## config.mk

```make
export PLATFORM = sky130hd
export DESIGN_NAME = i2s_receive
export DESIGN_NICKNAME = d
export VERILOG_FILES = /design/src/rtl/i2s_pkg.sv /design/src/rtl/i2s_rx_fifo.sv /design/src/rtl/i2s_receive.sv
export SDC_FILE = /design/constraint.sdc
export NUM_CORES = 1
export LEC_CHECK = 0
export BUFFER_PORTS_ARGS = -buffer_cell sky130_fd_sc_hd__buf_2
export CORE_ASPECT_RATIO = 2
export CORE_MARGIN = 3
export CORE_UTILIZATION = 40
export DETAILED_ROUTE_END_ITERATION = 16
export GPL_TIMING_DRIVEN = 0
export PLACE_DENSITY = 0.59
export REMOVE_ABC_BUFFERS = 1
export SYNTH_ARGS = -nofsm -noshare
export SYNTH_HDL_FRONTEND = slang
export SYNTH_SLANG_ARGS = --single-unit
```

## constraint.sdc

```tcl
create_clock -name M_AXIS_ACLK -period 1.9 [get_ports M_AXIS_ACLK]
set_input_delay 0.095 -clock M_AXIS_ACLK [delete_from_list [all_inputs] [get_ports M_AXIS_ACLK]]
set_output_delay 0.095 -clock M_AXIS_ACLK [all_outputs]
set_load 0.01 [all_outputs]
```

## src/rtl/i2s_pkg.sv

```systemverilog
// Shared constants and types for the I2S capture path.
// Channel encoding follows ws: low selects left, high selects right.
package i2s_pkg;

  localparam int unsigned I2S_DATA_WIDTH = 32;

  localparam logic CH_LEFT  = 1'b0;
  localparam logic CH_RIGHT = 1'b1;

  typedef enum logic {
    S_SYNC = 1'b0,
    S_RECV = 1'b1
  } rx_state_e;

endpackage

```

## src/rtl/i2s_rx_fifo.sv

```systemverilog
// Two-entry FIFO between the I2S deserialiser and the AXI4-Stream output.
// A push while full is accepted only if a pop happens in the same cycle.
module i2s_rx_fifo #(
  parameter int unsigned WIDTH = 33
) (
  input  logic             i_clk,
  input  logic             i_rst_n,
  input  logic             i_push,
  input  logic [WIDTH-1:0] i_data,
  input  logic             i_pop,
  output logic [WIDTH-1:0] o_data,
  output logic             o_full,
  output logic             o_empty
);

  logic [WIDTH-1:0] r_mem [2];
  logic             r_wr_ptr;
  logic             r_rd_ptr;
  logic [1:0]       r_count;

  logic w_do_push;
  logic w_do_pop;

  assign o_full    = (r_count == 2'd2);
  assign o_empty   = (r_count == 2'd0);
  assign w_do_pop  = i_pop & ~o_empty;
  assign w_do_push = i_push & (~o_full | w_do_pop);
  assign o_data    = o_empty ? '0 : r_mem[r_rd_ptr];

  always_ff @(posedge i_clk or negedge i_rst_n) begin
    if (!i_rst_n) begin
      r_mem[0] <= '0;
      r_mem[1] <= '0;
      r_wr_ptr <= 1'b0;
      r_rd_ptr <= 1'b0;
      r_count  <= 2'd0;
    end else begin
      // When full, the write slot is the one being popped this cycle.
      if (w_do_push) begin
        r_mem[r_wr_ptr] <= i_data;
        r_wr_ptr        <= ~r_wr_ptr;
      end
      if (w_do_pop) begin
        r_rd_ptr <= ~r_rd_ptr;
      end
      case ({w_do_push, w_do_pop})
        2'b10:   r_count <= r_count + 2'd1;
        2'b01:   r_count <= r_count - 2'd1;
        default: r_count <= r_count;
      endcase
    end
  end

endmodule

```

## src/rtl/i2s_receive.sv

```systemverilog
// I2S receiver: synchronises sck/ws/sd into mclk, deserialises MSB-first channel
// words and presents them on an AXI4-Stream master through a 2-entry FIFO.
module i2s_receive
  import i2s_pkg::*;
#(
  parameter int unsigned DATA_WIDTH = I2S_DATA_WIDTH
) (
  input  logic                  M_AXIS_ACLK,
  input  logic                  M_AXIS_ARESETN,
  output logic [DATA_WIDTH-1:0] M_AXIS_TDATA,
  output logic                  M_AXIS_TLAST,
  output logic                  M_AXIS_TVALID,
  input  logic                  M_AXIS_TREADY,
  input  logic                  sck,
  input  logic                  ws,
  input  logic                  sd,
  output logic                  overflow
);

  localparam int unsigned CntW = $clog2(DATA_WIDTH + 2);
  localparam logic [CntW-1:0] CntMax  = CntW'(DATA_WIDTH + 1);
  localparam logic [CntW-1:0] CntLast = CntW'(DATA_WIDTH - 1);

  logic                  r_sck_meta, r_sck_s, r_sck_q;
  logic                  r_ws_meta, r_ws_s;
  logic                  r_sd_meta, r_sd_s;
  logic                  r_ws_last;
  logic [DATA_WIDTH-2:0] r_shreg;
  logic [CntW-1:0]       r_bitcnt;
  logic                  r_overflow;
  rx_state_e             r_state;
  rx_state_e             w_state_next;

  logic                  w_rise;
  logic                  w_boundary;
  logic                  w_cnt_full;
  logic                  w_push;
  logic                  w_pop;
  logic                  w_full;
  logic                  w_empty;
  logic [DATA_WIDTH-1:0] w_word;
  logic [DATA_WIDTH:0]   w_fifo_out;

  assign w_rise     = r_sck_s & ~r_sck_q;
  assign w_boundary = w_rise & (r_ws_s != r_ws_last);
  assign w_cnt_full = (r_bitcnt == CntLast);
  // The bit arriving on the boundary edge is the LSB of the finishing word.
  assign w_word     = {r_shreg, r_sd_s};

  always_ff @(posedge M_AXIS_ACLK or negedge M_AXIS_ARESETN) begin
    if (!M_AXIS_ARESETN) begin
      r_sck_meta <= 1'b0;
      r_sck_s    <= 1'b0;
      r_sck_q    <= 1'b0;
      r_ws_meta  <= 1'b0;
      r_ws_s     <= 1'b0;
      r_sd_meta  <= 1'b0;
      r_sd_s     <= 1'b0;
      r_ws_last  <= CH_LEFT;
      r_shreg    <= '0;
      r_bitcnt   <= '0;
      r_overflow <= 1'b0;
    end else begin
      r_sck_meta <= sck;
      r_sck_s    <= r_sck_meta;
      r_sck_q    <= r_sck_s;
      r_ws_meta  <= ws;
      r_ws_s     <= r_ws_meta;
      r_sd_meta  <= sd;
      r_sd_s     <= r_sd_meta;
      if (w_rise) begin
        r_shreg   <= w_word[DATA_WIDTH-2:0];
        r_ws_last <= r_ws_s;
        if (w_boundary) begin
          r_bitcnt <= '0;
        end else if (r_bitcnt != CntMax) begin
          r_bitcnt <= r_bitcnt + 1'b1;
        end
      end
      if (w_push && w_full && !w_pop) begin
        r_overflow <= 1'b1;
      end
    end
  end

  always_ff @(posedge M_AXIS_ACLK or negedge M_AXIS_ARESETN) begin
    if (!M_AXIS_ARESETN) begin
      r_state <= S_SYNC;
    end else begin
      r_state <= w_state_next;
    end
  end

  always_comb begin
    w_state_next = r_state;
    if (w_boundary) begin
      case (r_state)
        S_SYNC:  w_state_next = S_RECV;
        S_RECV:  w_state_next = w_cnt_full ? S_RECV : S_SYNC;
        default: w_state_next = S_SYNC;
      endcase
    end
  end

  always_comb begin
    w_push = 1'b0;
    if (r_state == S_RECV && w_boundary && w_cnt_full) begin
      w_push = 1'b1;
    end
  end

  assign w_pop = ~w_empty & M_AXIS_TREADY;

  i2s_rx_fifo #(
    .WIDTH (DATA_WIDTH + 1)
  ) u_fifo (
    .i_clk   (M_AXIS_ACLK),
    .i_rst_n (M_AXIS_ARESETN),
    .i_push  (w_push),
    .i_data  ({(r_ws_last == CH_RIGHT), w_word}),
    .i_pop   (w_pop),
    .o_data  (w_fifo_out),
    .o_full  (w_full),
    .o_empty (w_empty)
  );

  assign M_AXIS_TVALID = ~w_empty;
  assign M_AXIS_TDATA  = w_fifo_out[DATA_WIDTH-1:0];
  assign M_AXIS_TLAST  = w_fifo_out[DATA_WIDTH];
  assign overflow      = r_overflow;

endmodule
```

==> flow_summary.toml <==
[run_status]
status = "finished, violations left"
violations = "negative setup slack"

[cts]
cts_sinks = 117
cts_tree = "built"
h-tree-depth = 4
path_clk_slew_ns = 0.05
root_buffer = "clkbuf_16"
clk_latency_ns = 0.40
cts_buffers = 17
clk_path_buf_depth = 2

[yosys]
synth.ff_latch_count = 117
post_synth.cell_area_avg_um2 = 11.92
syn-cell-area_mm2 = 0.004970
async_reset_ff_share_pct = 100.0
ys_seq_area_share_pct = 58.91
synth_edf_count = 0
ys_warn_count = 0
synth.distinct_cells = 29
synth_ff_type = "dfrtp_1"
synthCells = 417

[timing]
fmaxAchievable_mhz = 495.3
relSlewSlack_pct = 35.90
finalSetupViolCount = 67
fin_skew_ns = 0.004177
slew_violations = 0
final.min_clock_period_ns = 2.019
setup-tns-final_ns = -4.777
timing.final.crit_share_pct = 106.3
worst_slew_pin_slew_ns = 0.9571
hold_violations = 0
fin_ws_ns = -0.1189
rsz0062_at_grt = "true"

[routing]
final_antenna_net_count = 0
vias_per_cell = 5.035
wl_per_cell_um = 16.90
drt-total-wl_mm = 10.97
drtPass1Iterations = 4
drt_iter0_markers = 209
num_vias = 3268
drc_errors = 0

[worst_setup_path]
critPathSlowestCell = "dfrtp_1"
critPathMaxStageDelay_ns = 0.36
cp-start-kind = "register"
path_max_fanout = 17
critical_path_class = "reg -> reg"
path_cells = "ha_2, nand4_1, nor4_4, buf_6, buf_4, nand3_4, buf_12, mux2_2"
worstPathRequired_ns = 2.19
cp.arrival_ns = 2.31
setup.worst_path.end_class = "register"

[placement]
dp_hpwl_mm = 5.506
place.gp.congestion = 0.6981
port_buffers = 40
placed_area_mm2 = 0.005289

[die]
fp.dieH_um = 163.6
core_area_mm2 = 0.01212
fp.dieW_um = 84.82
ioPinCount = 41
start_util_pct = 40.99
rows = 57
dieArea_mm2 = 0.01388

[power]
leakagePower_uw = 0.003203
total_power_uw = 6862
p_per_area_mw_per_mm2 = 1082
ir_drop_mv = 0.6519

[finish]
antennaDiodeCount = 0
final_common_cell = "dfrtp_1"
syn_to_final_growth_pct = 27.57
drive_above_1_share_pct = 36.85
fin_area_mm2 = 0.006340
final_nets = 498
layout_common_cells = "115 x dfrtp_1, 100 x nand2_1, 65 x mux2_2"

[grt]
grt_pass1_vias = 3529
grt_start_max_net_pins = 73
gr-total-overflow = 0
grt_use_total_pct = 17.08
antenna_found_initial = 0
grt_pass1_wl_mm = 18.05

[worst_hold_path]
hp-class = "in -> reg"

[run]
maxCapViolations = 0
kinds of logic (layout without fill, tap and decap cells):
family,after synthesis,after routing,share of synthesized area [%]
simple gates,157,161,13.17
flops,117,117,58.91
mux,99,99,21.60
buf+inv,24,105,2.794
xor+xnor,10,10,1.762
compound gates,7,7,1.007
fa+ha+maj,3,3,0.7554
cell type report:
class / count / area [um^2]
fill: 1097 / 5784
sequential: 117 / 2930
multi-input combinational: 280 / 2036
timing repair buffer: 71 / 549.3
clock buffer: 19 / 452.9
tap: 147 / 183.9
clock inverter: 13 / 180.2
inverter: 2 / 7.507
synthesized netlist by cell type (2+ instances only):
cell / n / share of area, %
buf_2: 3 / 0.30
ha_1: 3 / 0.76
nand4_1: 3 / 0.38
xor2_1: 5 / 0.88
mux2_2: 66 / 15
buf_6: 6 / 1.4
inv_1: 2 / 0.15
clkbuf_1: 13 / 0.98
a21oi_1: 2 / 0.20
nor2_1: 43 / 3.2
xnor2_1: 5 / 0.88
nand2_1: 101 / 7.6
mux2i_1: 33 / 6.6
dfrtp_1: 117 / 59
report_power, final:
part           internal [uW]  switching (uW)  total [uW]
combinational            333             390         723
sequential              2620             148        2770
clock                   2250            1110        3370
total                   5210            1650        6860
final timing paths:
| check | from | end | slack, ns | depth (start not counted) |
|---|---|---|---|---|
| max reg2reg | r_bitcnt[1] | u_fifo.r_mem[5] | -0.12 | 8 |
| max | r_bitcnt[1] | u_fifo.r_mem[5] | -0.12 | 8 |
| min reg2reg | r_sck_meta | r_sck_s | 0.35 | 0 |
| max in group asynchronous | M_AXIS_ARESETN | u_fifo.r_mem[61] | 0.90 | 3 |
| min in group asynchronous | M_AXIS_ARESETN | u_fifo.r_mem[14] | 0.24 | 2 |
| min | M_AXIS_TREADY | overflow | 0.07 | 3 |
state kept, by name, summed over array words and instances, names as in the netlist:
signal,flops
overflow,1
r_bitcnt,6
r_sck_meta,1
r_sck_q,1
r_sck_s,1
r_sd_meta,1
r_sd_s,1
r_shreg,31
r_state,1
r_ws_last,1
r_ws_meta,1
r_ws_s,1
u_fifo.r_count,2
u_fifo.r_mem,66
u_fifo.r_rd_ptr,1
u_fifo.r_wr_ptr,1
per-stage QoR:
step           hold WS, ns  utilization (%)  worst slack [ns]  std cells
6_report           0.07303            52.29           -0.1189        649
5_1_grt            0.08079            52.29           -0.1940        649
4_1_cts            0.05128            51.06          0.006754        638
3_5_place_dp        0.1471            43.62           -0.7371        584
3_3_place_gp        0.2032            43.08            -1.540        582
2_1_floorplan      -0.2006                -           -0.7594        395
repair_timing:
| item | CTS | global route |
|---|---|---|
| resized for setup | 11 | 7 |
| cloned | 4 | 1 |
| hold buffers | 4 | 0 |
| endpoints found under the setup margin | 109 | 71 |
| setup buffers | 14 | 11 |
| pin swaps | 3 | 5 |
| endpoints found under the hold margin | 48 | 0 |
critical path: cells and delay by family (launching register included):
kind | cells | cell delay, ns
adders and majority gates | 1 | 0.20
DFF | 1 | 0.36
and+or+nand+nor | 3 | 0.58
buffers and inverters | 3 | 0.46
muxes | 1 | 0.28
routing by layer:
layer  vias up  routed length, um  GRT usage, %
li1       1531                  -             -
met1      1668               4349         18.79
met2        54               6082         30.87
met3        15                329         4.190
met4         0                208         7.133
met5         -                  0             0
(Power assumes the default switching activity.)
